<file path="config.mk">
export PLATFORM = sky130hd
export DESIGN_NAME = seq_pass_fail_counter
export DESIGN_NICKNAME = d
export VERILOG_FILES = /design/src/rtl/seq_pass_fail_counter.sv
export SDC_FILE = /design/constraint.sdc
export NUM_CORES = 1
export LEC_CHECK = 0
export ABC_AREA = 1
export CAP_MARGIN = 10
export CORE_MARGIN = 2
export CORE_UTILIZATION = 53
export CTS_CLUSTER_DIAMETER = 100
export CTS_CLUSTER_SIZE = 14
export DETAILED_ROUTE_END_ITERATION = 7
export HOLD_SLACK_MARGIN = 0.05
export PLACE_DENSITY = 0.81
export SYNTH_ARGS = -nofsm -noshare
export SYNTH_HDL_FRONTEND = slang
export SYNTH_SLANG_ARGS = --single-unit
</file>
<file path="constraint.sdc">
create_clock -name clk -period 3.6 [get_ports clk]
set_input_delay 0.36 -clock clk [delete_from_list [all_inputs] [get_ports clk]]
set_output_delay 0.36 -clock clk [all_outputs]
set_load 0.02 [all_outputs]
</file>
<file path="src/rtl/seq_pass_fail_counter.sv">
// Per-channel checker for the property a |=> b ##1 c, with saturating pass/fail counters.
// Pass counting is held off for WARMUP edges after reset; failures always count.
module seq_pass_fail_counter #(
  parameter int NCH           = 4,
  parameter int CW            = 8,
  parameter int WARMUP        = 20,
  parameter int COUNT_VACUOUS = 0
) (
  input  logic              clk,
  input  logic              rst,
  input  logic [NCH-1:0]    a,
  input  logic [NCH-1:0]    b,
  input  logic [NCH-1:0]    c,
  input  logic              clr,
  output logic [NCH*CW-1:0] pass_count,
  output logic [NCH*CW-1:0] fail_count,
  output logic [NCH-1:0]    fail_pulse,
  output logic              pass_en,
  output logic [NCH-1:0]    sat
);

  localparam logic [CW:0] CMAX    = {1'b0, {CW{1'b1}}};
  localparam logic [16:0] WARM_TC = 17'(WARMUP);
  localparam logic        VAC     = (COUNT_VACUOUS != 0);

  logic [NCH-1:0]    s1;
  logic [NCH-1:0]    s2;
  logic [16:0]       warm_cnt;
  logic              pass_en_q;

  logic [NCH*CW-1:0] pass_nxt;
  logic [NCH*CW-1:0] fail_nxt;
  logic [NCH-1:0]    pulse_nxt;
  logic [NCH-1:0]    sat_nxt;
  logic [1:0]        pinc [NCH];
  logic [1:0]        finc [NCH];
  logic [CW:0]       psum [NCH];
  logic [CW:0]       fsum [NCH];

  // With no warm-up, passes are enabled as soon as reset is released.
  assign pass_en = (WARMUP == 0) ? ~rst : pass_en_q;

  always_comb begin
    pass_nxt  = pass_count;
    fail_nxt  = fail_count;
    pulse_nxt = '0;
    sat_nxt   = sat;
    for (int i = 0; i < NCH; i++) begin
      pinc[i] = '0;
      finc[i] = {1'b0, s1[i] & ~b[i]} + {1'b0, s2[i] & ~c[i]};
      if (pass_en)
        pinc[i] = {1'b0, s2[i] & c[i]} + {1'b0, VAC & ~a[i]};
      psum[i] = {1'b0, pass_count[i*CW +: CW]} + {{(CW-1){1'b0}}, pinc[i]};
      fsum[i] = {1'b0, fail_count[i*CW +: CW]} + {{(CW-1){1'b0}}, finc[i]};
      pulse_nxt[i] = |finc[i];
      if (psum[i] > CMAX) begin
        pass_nxt[i*CW +: CW] = '1;
        sat_nxt[i]           = 1'b1;
      end else begin
        pass_nxt[i*CW +: CW] = psum[i][CW-1:0];
      end
      if (fsum[i] > CMAX) begin
        fail_nxt[i*CW +: CW] = '1;
        sat_nxt[i]           = 1'b1;
      end else begin
        fail_nxt[i*CW +: CW] = fsum[i][CW-1:0];
      end
    end
    // Clear wins over anything resolving on the same edge.
    if (clr) begin
      pass_nxt  = '0;
      fail_nxt  = '0;
      pulse_nxt = '0;
      sat_nxt   = '0;
    end
  end

  always_ff @(posedge clk or posedge rst) begin
    if (rst) begin
      s1         <= '0;
      s2         <= '0;
      warm_cnt   <= '0;
      pass_en_q  <= 1'b0;
      pass_count <= '0;
      fail_count <= '0;
      fail_pulse <= '0;
      sat        <= '0;
    end else begin
      s1         <= a;
      s2         <= s1 & b;
      if (!pass_en_q) begin
        warm_cnt  <= warm_cnt + 17'd1;
        pass_en_q <= (warm_cnt + 17'd1) >= WARM_TC;
      end
      pass_count <= pass_nxt;
      fail_count <= fail_nxt;
      fail_pulse <= pulse_nxt;
      sat        <= sat_nxt;
    end
  end

endmodule

</file>
==> results.cfg, run 1 <==
[timing]
final.min_clock_period_ns = 2.37
maxSlewHeadroom_pct = 50.6
fmax_ghz = 0.422
tightest_slew_ns = 0.741
rsz0062_at_grt = false
setup_tns_ns = 0
hold_violations = 0
maxSlewViolCount = 0
setup_viol = 0
period_share_pct = 65.9
skew_ns = 0.0144

[clock_tree]
clock_latency_ns = 0.35
clk_pin_slew_ns = 0.10
cts_tree = built
postCtsHoldBufs = 0
cts_inserted_buffers = 9
clockBufferDepth = 2
cts_sinks = 98
htree_levels = 3
postCtsSetupBuffers = 0
ctsResizeCount = 0
root_buffer = clkbuf_8

[route]
route.vias.total = 4232
drt_iter0_drc = 180
first_pass_iters = 5
via_per_inst = 5.11
detail_route.wl_per_cell_um = 14.0
ant_nets = 0
wirelength_mm = 11.6
drc_errors = 0

[final_layout]
num_antenna_cells = 0
post-route-util_pct = 67.9
drive_gt1_share_pct = 4.86
layout.nets = 739
syn_to_final_growth_pct = 23.9

[global_route]
grtUsageMet1_pct = 29.8
grtUsageMet3_pct = 5.75
grtUsageMet2_pct = 40.2
grt_pass1_wl_mm = 19.3
gr-total-overflow = 0
top_usage_layer = met2
antenna_found_initial = 0
grt_usage_pct = 23.7
grt_max_degree = 60
grt_pass1_vias = 4248

[synthesis]
syn-num-nets = 648
synth_warnings = 0
synth.distinct_cells = 26
syn_inst = 603
synthesis.area_um2 = 5090
yosysSeqAreaShare_pct = 48.2
synth_seq_cells = 98
syn_area_per_cell_um2 = 8.43

[floorplanning]
rows = 35
die_area_um2 = 10400
ioPinCount = 88
start_util_pct = 54.8
fp.coreArea_um2 = 9280
die_x_um = 102
die_y_um = 102

[flow_run]
drv_cap = 0

[placement]
hpwl_mm = 8.59
portBuffers = 87
place.gp.congestion = 0.866

[worst_setup_path]
cp-end-kind = flop
cp-start-kind = primary input
required_ns = 3.84
path_class = in -> reg
worst-path-max-fanout = 6
startpoint = c[0]
rr_startpoint = pass_en
crit_arrival_ns = 2.61

[run_status]
status = complete, no violations

[hold_path]
min_path_type = in -> reg
min-delay-start = a[2]

[pwr]
power_leakage_nw = 2.94
peakVddDrop_mv = 0.255
power_density_nw_per_um2 = 312
[layout make-up]
type                            instances  area (um^2)
Inverter                               89          337
Clock buffer                           13          159
Sequential cell                        98         2450
Multi-Input combinational cell        405         2260
Fill cell                             779         2980
Clock inverter                          3         23.8
Timing Repair Buffer                   91          908
Tap cell                              129          161
[registers in the layout, summed over array words and instances (netlist names)]
signal	flops
pass_count	32
s2	4
fail_pulse	4
pass_en	1
s1	4
sat	4
fail_count	32
warm_cnt	17
[per-stage QoR]
stage / worst slack, ns / area, um^2 / hold slack, ns / std cells / power, mW
global route: 0.969 / 6300 / 0.437 / 828 / 2.04
finish: 1.23 / 6300 / 0.438 / 828 / 1.97
CTS: 1.23 / 6300 / 0.426 / 828 / 1.98
floorplan: 0.678 / 5090 / 0.391 / 603 / 1.25
detailed placement: 0.858 / 6120 / 0.457 / 812 / 1.33
global placement: 1.00 / 6120 / 0.439 / 812 / 1.32
[synth_stat cells (all sizes together)]
| cell type | count | area (um^2) |
|---|---|---|
| nand4 | 7 | 43.8 |
| ha | 26 | 325 |
| fa | 4 | 80.1 |
| nand3b | 4 | 30.0 |
| o21bai | 4 | 30.0 |
| nand2 | 114 | 438 |
| a211oi | 4 | 30.0 |
| nand3 | 32 | 160 |
| a21oi | 42 | 210 |
| inv | 89 | 334 |
| dfrtp | 98 | 2450 |
| nor2 | 86 | 358 |
| nor3 | 10 | 50.1 |
| o31ai | 1 | 7.51 |
| xnor2 | 16 | 140 |
| a31oi | 4 | 25.0 |
| buf | 1 | 3.75 |
| clkbuf | 10 | 37.5 |
| or2 | 3 | 18.8 |
| xor2 | 19 | 166 |
| o21ai | 29 | 145 |
[layer usage]
metal,vias to the layer above,part of all wire [%]
met3,23,5.8
met2,104,50
li1,2091,-
met5,-,0
met1,2014,42
met4,0,2.2
[cell families (layout without fill, tap and decap cells)]
logic type / Yosys count / in the layout / synth area share (%)
AND/OR/NAND/NOR: 256 / 256 / 21.6
AO/OA/AOI/OAI: 84 / 84 / 8.81
buffers and inverters: 100 / 196 / 7.38
adder cells (fa/ha/maj): 30 / 30 / 7.97
XOR/XNOR: 35 / 35 / 6.03
flip-flops: 98 / 98 / 48.2
[worst max-delay path: stages]
cell and delay, ns:
clkdlybuf4s50_1 0.44, nor2_1 0.16, ha_1 0.25, ha_1 0.21
fa_1 0.41, nand2_1 0.08, nor2_1 0.06, nand3_1 0.11
nor2_1 0.05, nand2_1 0.17, inv_1 0.10, o21ai_0 0.16
inv_1 0.05
[path summary, 6_finish.rpt]
path	slack, ns	to	cells after the start
min in group asynchronous	0.49	warm_cnt[14]	2
max in group asynchronous	2.42	fail_count[13]	3
min	0.44	s1[2]	1
max	1.23	fail_count[3]	13
min reg2reg	0.48	s2[1]	2
max reg2reg	1.26	pass_count[21]	11
[power by group]
group	internal, mW	switching (mW)
registers	1.12	0.0149
clock network	0.292	0.373
logic	0.0691	0.0973
[cells in the final DEF (no fill, tap or decap), types with 3 or more instances in the layout]
cell type | Yosys | layout
dfrtp_1 | 98 | 98
o21ai_0 | 28 | 28
clkbuf_8 | 0 | 11
nand2_1 | 110 | 110
fa_1 | 4 | 4
o21bai_1 | 4 | 4
inv_1 | 88 | 87
nor3_1 | 10 | 10
or2_2 | 3 | 3
nor2_4 | 4 | 4
buf_4 | 0 | 3
nand4_1 | 7 | 7
nand2_2 | 4 | 4
nand3_1 | 32 | 32
a31oi_1 | 4 | 4
a21oi_1 | 42 | 42
xor2_1 | 19 | 19
a211oi_1 | 4 | 4
ha_1 | 26 | 26
nor2_1 | 80 | 80
xnor2_1 | 16 | 16
clkdlybuf4s50_1 | 0 | 86
nand3b_1 | 4 | 4
No activity file was read; power rests on OpenSTA's default activity.
==> run 2, diff against run 1 <==
clock period = 2.49 ns   (was 3.6 ns; I/O delays follow)
==> results.cfg, run 2 (same netlist as run 1, synthesis figures left out) <==
[clock_tree]
clockBufferDepth = 2
htree_levels = 3
postCtsSetupBuffers = 0
cts_tree = built
clk_pin_slew_ns = 0.11
cts_sinks = 98
clock_latency_ns = 0.36
cts_inserted_buffers = 9
root_buffer = clkbuf_8

[route]
ant_nets = 0
first_pass_iters = 5
wirelength_mm = 11.5
drc_errors = 0
via_per_inst = 5.15
route.vias.total = 4292
detail_route.wl_per_cell_um = 13.8
drt_iter0_drc = 241

[worst_setup_path]
cp-start-kind = flop
cp-end-kind = flop
worst-path-max-fanout = 6
required_ns = 2.75
path_class = reg -> reg
crit_arrival_ns = 2.58

[floorplanning]
fp.coreArea_um2 = 9280
start_util_pct = 54.8
die_x_um = 102
die_area_um2 = 10400
rows = 35
ioPinCount = 88
die_y_um = 102

[final_layout]
layout.nets = 745
final_cell_mix = 109 x nand2_1, 97 x dfrtp_1, 87 x inv_1
syn_to_final_growth_pct = 25.8
post-route-util_pct = 68.9
drive_gt1_share_pct = 6.10
reg_top3 = fail_count (32), pass_count (32), warm_cnt (17)
finalInstanceArea_um2 = 6400
final_cells = 834
mostFrequentLayoutCell = nand2_1
num_antenna_cells = 0

[global_route]
antenna_found_initial = 0
grt_usage_pct = 23.3
grt_pass1_wl_mm = 19.2
grt_pass1_vias = 4267
grt_max_degree = 99
gr-total-overflow = 0

[timing]
rsz0062_at_grt = false
skew_ns = 0.0141
timing.hold.ws_ns = 0.319
setup_tns_ns = 0
worst_slack_ns = 0.175
period_share_pct = 93.0
final.min_clock_period_ns = 2.32
hold_violations = 0
tightest_slew_ns = 0.538
setup_viol = 0
maxSlewHeadroom_pct = 64.1
fmax_ghz = 0.432
maxSlewViolCount = 0

[flow_run]
drv_cap = 0

[placement]
place.gp.congestion = 0.860
dp_cells = 818
dp_slack_ns = -0.112
portBuffers = 87
place_area_um2 = 6180
hpwl_mm = 8.39

[pwr]
peakVddDrop_mv = 0.308
power_density_nw_per_um2 = 471
power_leakage_nw = 2.99
p_total_mw = 3.02

[run_status]
status = complete, no violations

[hold_path]
min_path_type = in -> reg
run 2: final timing paths:
kind / startpoint / endpoint / slack, ns / cells past startpoint
worst max-delay path: s1[3] / fail_count[29] / 0.17 / 13
worst min-delay path: a[1] / s1[1] / 0.32 / 1
worst max register to register: s1[3] / fail_count[29] / 0.17 / 13
worst min register to register: s1[0] / s2[0] / 0.47 / 2
max in group asynchronous: rst / pass_en / 1.67 / 3
min in group asynchronous: rst / fail_pulse[3] / 0.35 / 3
run 2: critical path: stages (launching register included):
cell	delay, ns
dfrtp_1	0.36
inv_1	0.04
nor2_1	0.15
ha_1	0.27
ha_1	0.22
fa_1	0.39
nand2_1	0.10
nor2_1	0.06
nand3_1	0.09
nor2_1	0.08
inv_2	0.11
nand2_1	0.09
o21ai_0	0.21
inv_1	0.06
run 2: what timing repair did:
action	CTS	global route
gates resized for setup	0	2
setup endpoints to repair	0	18
endpoints found under the hold margin	0	0
hold buffers	0	0
run 2: cell type report:
class	count	area (um^2)
Fill cell	754	2890
Sequential cell	98	2450
Multi-Input combinational cell	405	2260
Timing Repair Buffer	97	966
Inverter	89	338
Tap cell	129	161
Clock buffer	10	128
Clock inverter	6	88.8
run 2: per-layer routing:
| layer | global-route usage (%) | part of all wire [%] | up-vias |
|---|---|---|---|
| met5 | 0 | 0 | - |
| met1 | 30.8 | 43 | 2058 |
| met4 | 6.87 | 1.5 | 0 |
| met2 | 38.4 | 49 | 119 |
| li1 | - | - | 2100 |
| met3 | 5.75 | 5.7 | 15 |
run 2: power by group:
part	internal (mW)	total (mW)	switching (mW)
Sequential	1.62	1.64	0.0220
Clock	0.569	1.13	0.566
Combinational	0.100	0.239	0.139
Total	2.29	3.02	0.727
==> run 3, diff against run 2 <==
CORE_UTILIZATION = 31   (was 53)
PLACE_DENSITY = 0.53   (was 0.81)
SLEW_MARGIN = 20   (was not set)
clock period = 2.2 ns   (was 2.49 ns; I/O delays follow)
==> results.cfg, run 3 (same netlist as run 1, synthesis figures left out) <==
[final_layout]
fill_cells = 1595
seq_area_um2 = 2450
drive_gt1_share_pct = 12.4
final_cell_mix = 105 x nand2_1, 98 x dfrtp_1, 86 x inv_1, 86 x clkdlybuf4s50_1, 67 x nor2_1
syn_to_final_growth_pct = 35.0
multi_input_area_um2 = 2370
final_cells = 941
num_antenna_cells = 0
finalInstanceArea_um2 = 6870
mostFrequentLayoutCell = nand2_1
reg_top3 = fail_count (32), pass_count (32), warm_cnt (17)
layout.nets = 767

[clock_tree]
htree_levels = 3
cts_sinks = 98
cts_tree = built
clock_latency_ns = 0.35
root_buffer = clkbuf_16
postCtsHoldBufs = 0
clockBufferDepth = 2
clk_pin_slew_ns = 0.06
cts_inserted_buffers = 9

[timing]
period_share_pct = 95.6
fmax_ghz = 0.476
skew_ns = 0.00387
tightest_slew_ns = 0.642
setup_viol = 0
hold_violations = 0
maxSlewViolCount = 0
final.min_clock_period_ns = 2.10
maxSlewHeadroom_pct = 57.2

[route]
drc_errors = 0
via_per_inst = 4.55
ant_nets = 0
route.vias.total = 4285
drt_iter0_drc = 177
first_pass_iters = 4
detail_route.wl_per_cell_um = 13.5
wirelength_mm = 12.7

[placement]
hpwl_mm = 8.94
place.gp.congestion = 0.841
dp_cells = 925
portBuffers = 87
place_area_um2 = 6450

[global_route]
grt_pass1_wl_mm = 21.6
grt_max_degree = 57
gr-total-overflow = 0
grt_pass1_vias = 4433
grt_usage_pct = 15.3
antenna_found_initial = 0

[floorplanning]
start_util_pct = 31.9
die_x_um = 132
rows = 46
die_y_um = 132
ioPinCount = 88
die_area_um2 = 17400
fp.coreArea_um2 = 15900

[flow_run]
drv_cap = 0

[pwr]
power_density_nw_per_um2 = 545
p_comb_share_pct = 7.8
power.share.clock_pct = 42.4
switching_share_pct = 23.5
switchingPower_uw = 879
peakVddDrop_mv = 0.325
power_leakage_nw = 3.12
seqPwrFrac_pct = 49.7
internal_power_mw = 2.87

[worst_setup_path]
cp-end-kind = flop
startpoint = s2[3]
path_class = reg -> reg
worst-path-max-fanout = 2
required_ns = 2.43
crit_arrival_ns = 2.33
cp-start-kind = flop
rr_startpoint = s2[3]

[run_status]
status = complete, no violations

[hold_path]
min_path_type = in -> async
## run 3: changes by cell type in the layout (fill, tap and decap cells not counted), moves of 3 or more
| cell | change |
|---|---|
| nor2_4 | +3 |
| clkbuf_16 | +9 |
| ha_1 | -3 |
| o21ai_0 | -4 |
| fa_1 | -4 |
| clkbuf_8 | -8 |
| nor2_2 | +10 |
| nor2_1 | -13 |
| buf_4 | +21 |
| nand2_1 | -4 |
| nand2_2 | +4 |
| fa_2 | +4 |
## run 3: layout make-up
cell class | instances | area share, %
Tap cell | 216 | 3.94
Sequential cell | 98 | 35.7
Clock inverter | 2 | 0.565
Inverter | 89 | 4.96
Multi-Input combinational cell | 405 | 34.6
Timing Repair Buffer | 119 | 16.7
Clock buffer | 12 | 3.59
## run 3: through the flow
stage	util (%)	hold slack [ns]	total power [mW]	TNS, ns	worst slack, ns
2_1_floorplan	-	0.251	2.04	0	0.0592
3_3_place_gp	40.4	0.446	2.18	-5.39	-0.250
3_5_place_dp	40.4	0.449	2.18	-7.39	-0.330
4_1_cts	42.2	0.277	3.79	0	0.00649
5_1_grt	43.1	0.305	3.92	-0.139	-0.0616
6_report	43.1	0.264	3.74	0	0.0977
## run 3: worst max-delay path: stages, from the launching register on
cell and delay [ns]:
dfrtp_1 0.34, inv_2 0.04, nor2_2 0.15, ha_4 0.24
ha_4 0.17, fa_2 0.39, nand2_2 0.10, nor2_4 0.05
nand3_2 0.09, buf_4 0.11, inv_1 0.04, a211oi_1 0.27
## run 3: worst paths after layout
check	end	slack, ns	cells after the start
max	fail_count[30]	0.1	11
min	s2[3]	0.26	2
max reg2reg	fail_count[30]	0.1	11
min reg2reg	s2[2]	0.46	2
max in group asynchronous	pass_count[22]	1.34	3
min in group clk	s1[0]	0.30	1
## run 3: layer usage
metal | track usage (%) | wire length, um | vias up
met4 | 4.65 | 171 | 0
li1 | - | - | 2149
met1 | 20.8 | 6020 | 2050
met3 | 4.58 | 693 | 14
met2 | 23.4 | 5840 | 72
met5 | 0 | 0 | -
## run 3: power groups by stage
stage                     combinational [mW]  clock, mW  sequential [mW]
final                                  0.293       1.59             1.86
after global routing                   0.336       1.72             1.87
after CTS                              0.289       1.64             1.86
after detailed placement               0.287          0             1.89
after global placement                 0.283          0             1.89
after floorplan                        0.118          0             1.92
## run 3: timing repair
| action | in CTS | in global routing |
|---|---|---|
| gates resized for setup | 1 | 38 |
| pin swaps | 0 | 7 |
| setup buffers | 0 | 2 |
| setup endpoints to repair | 1 | 34 |
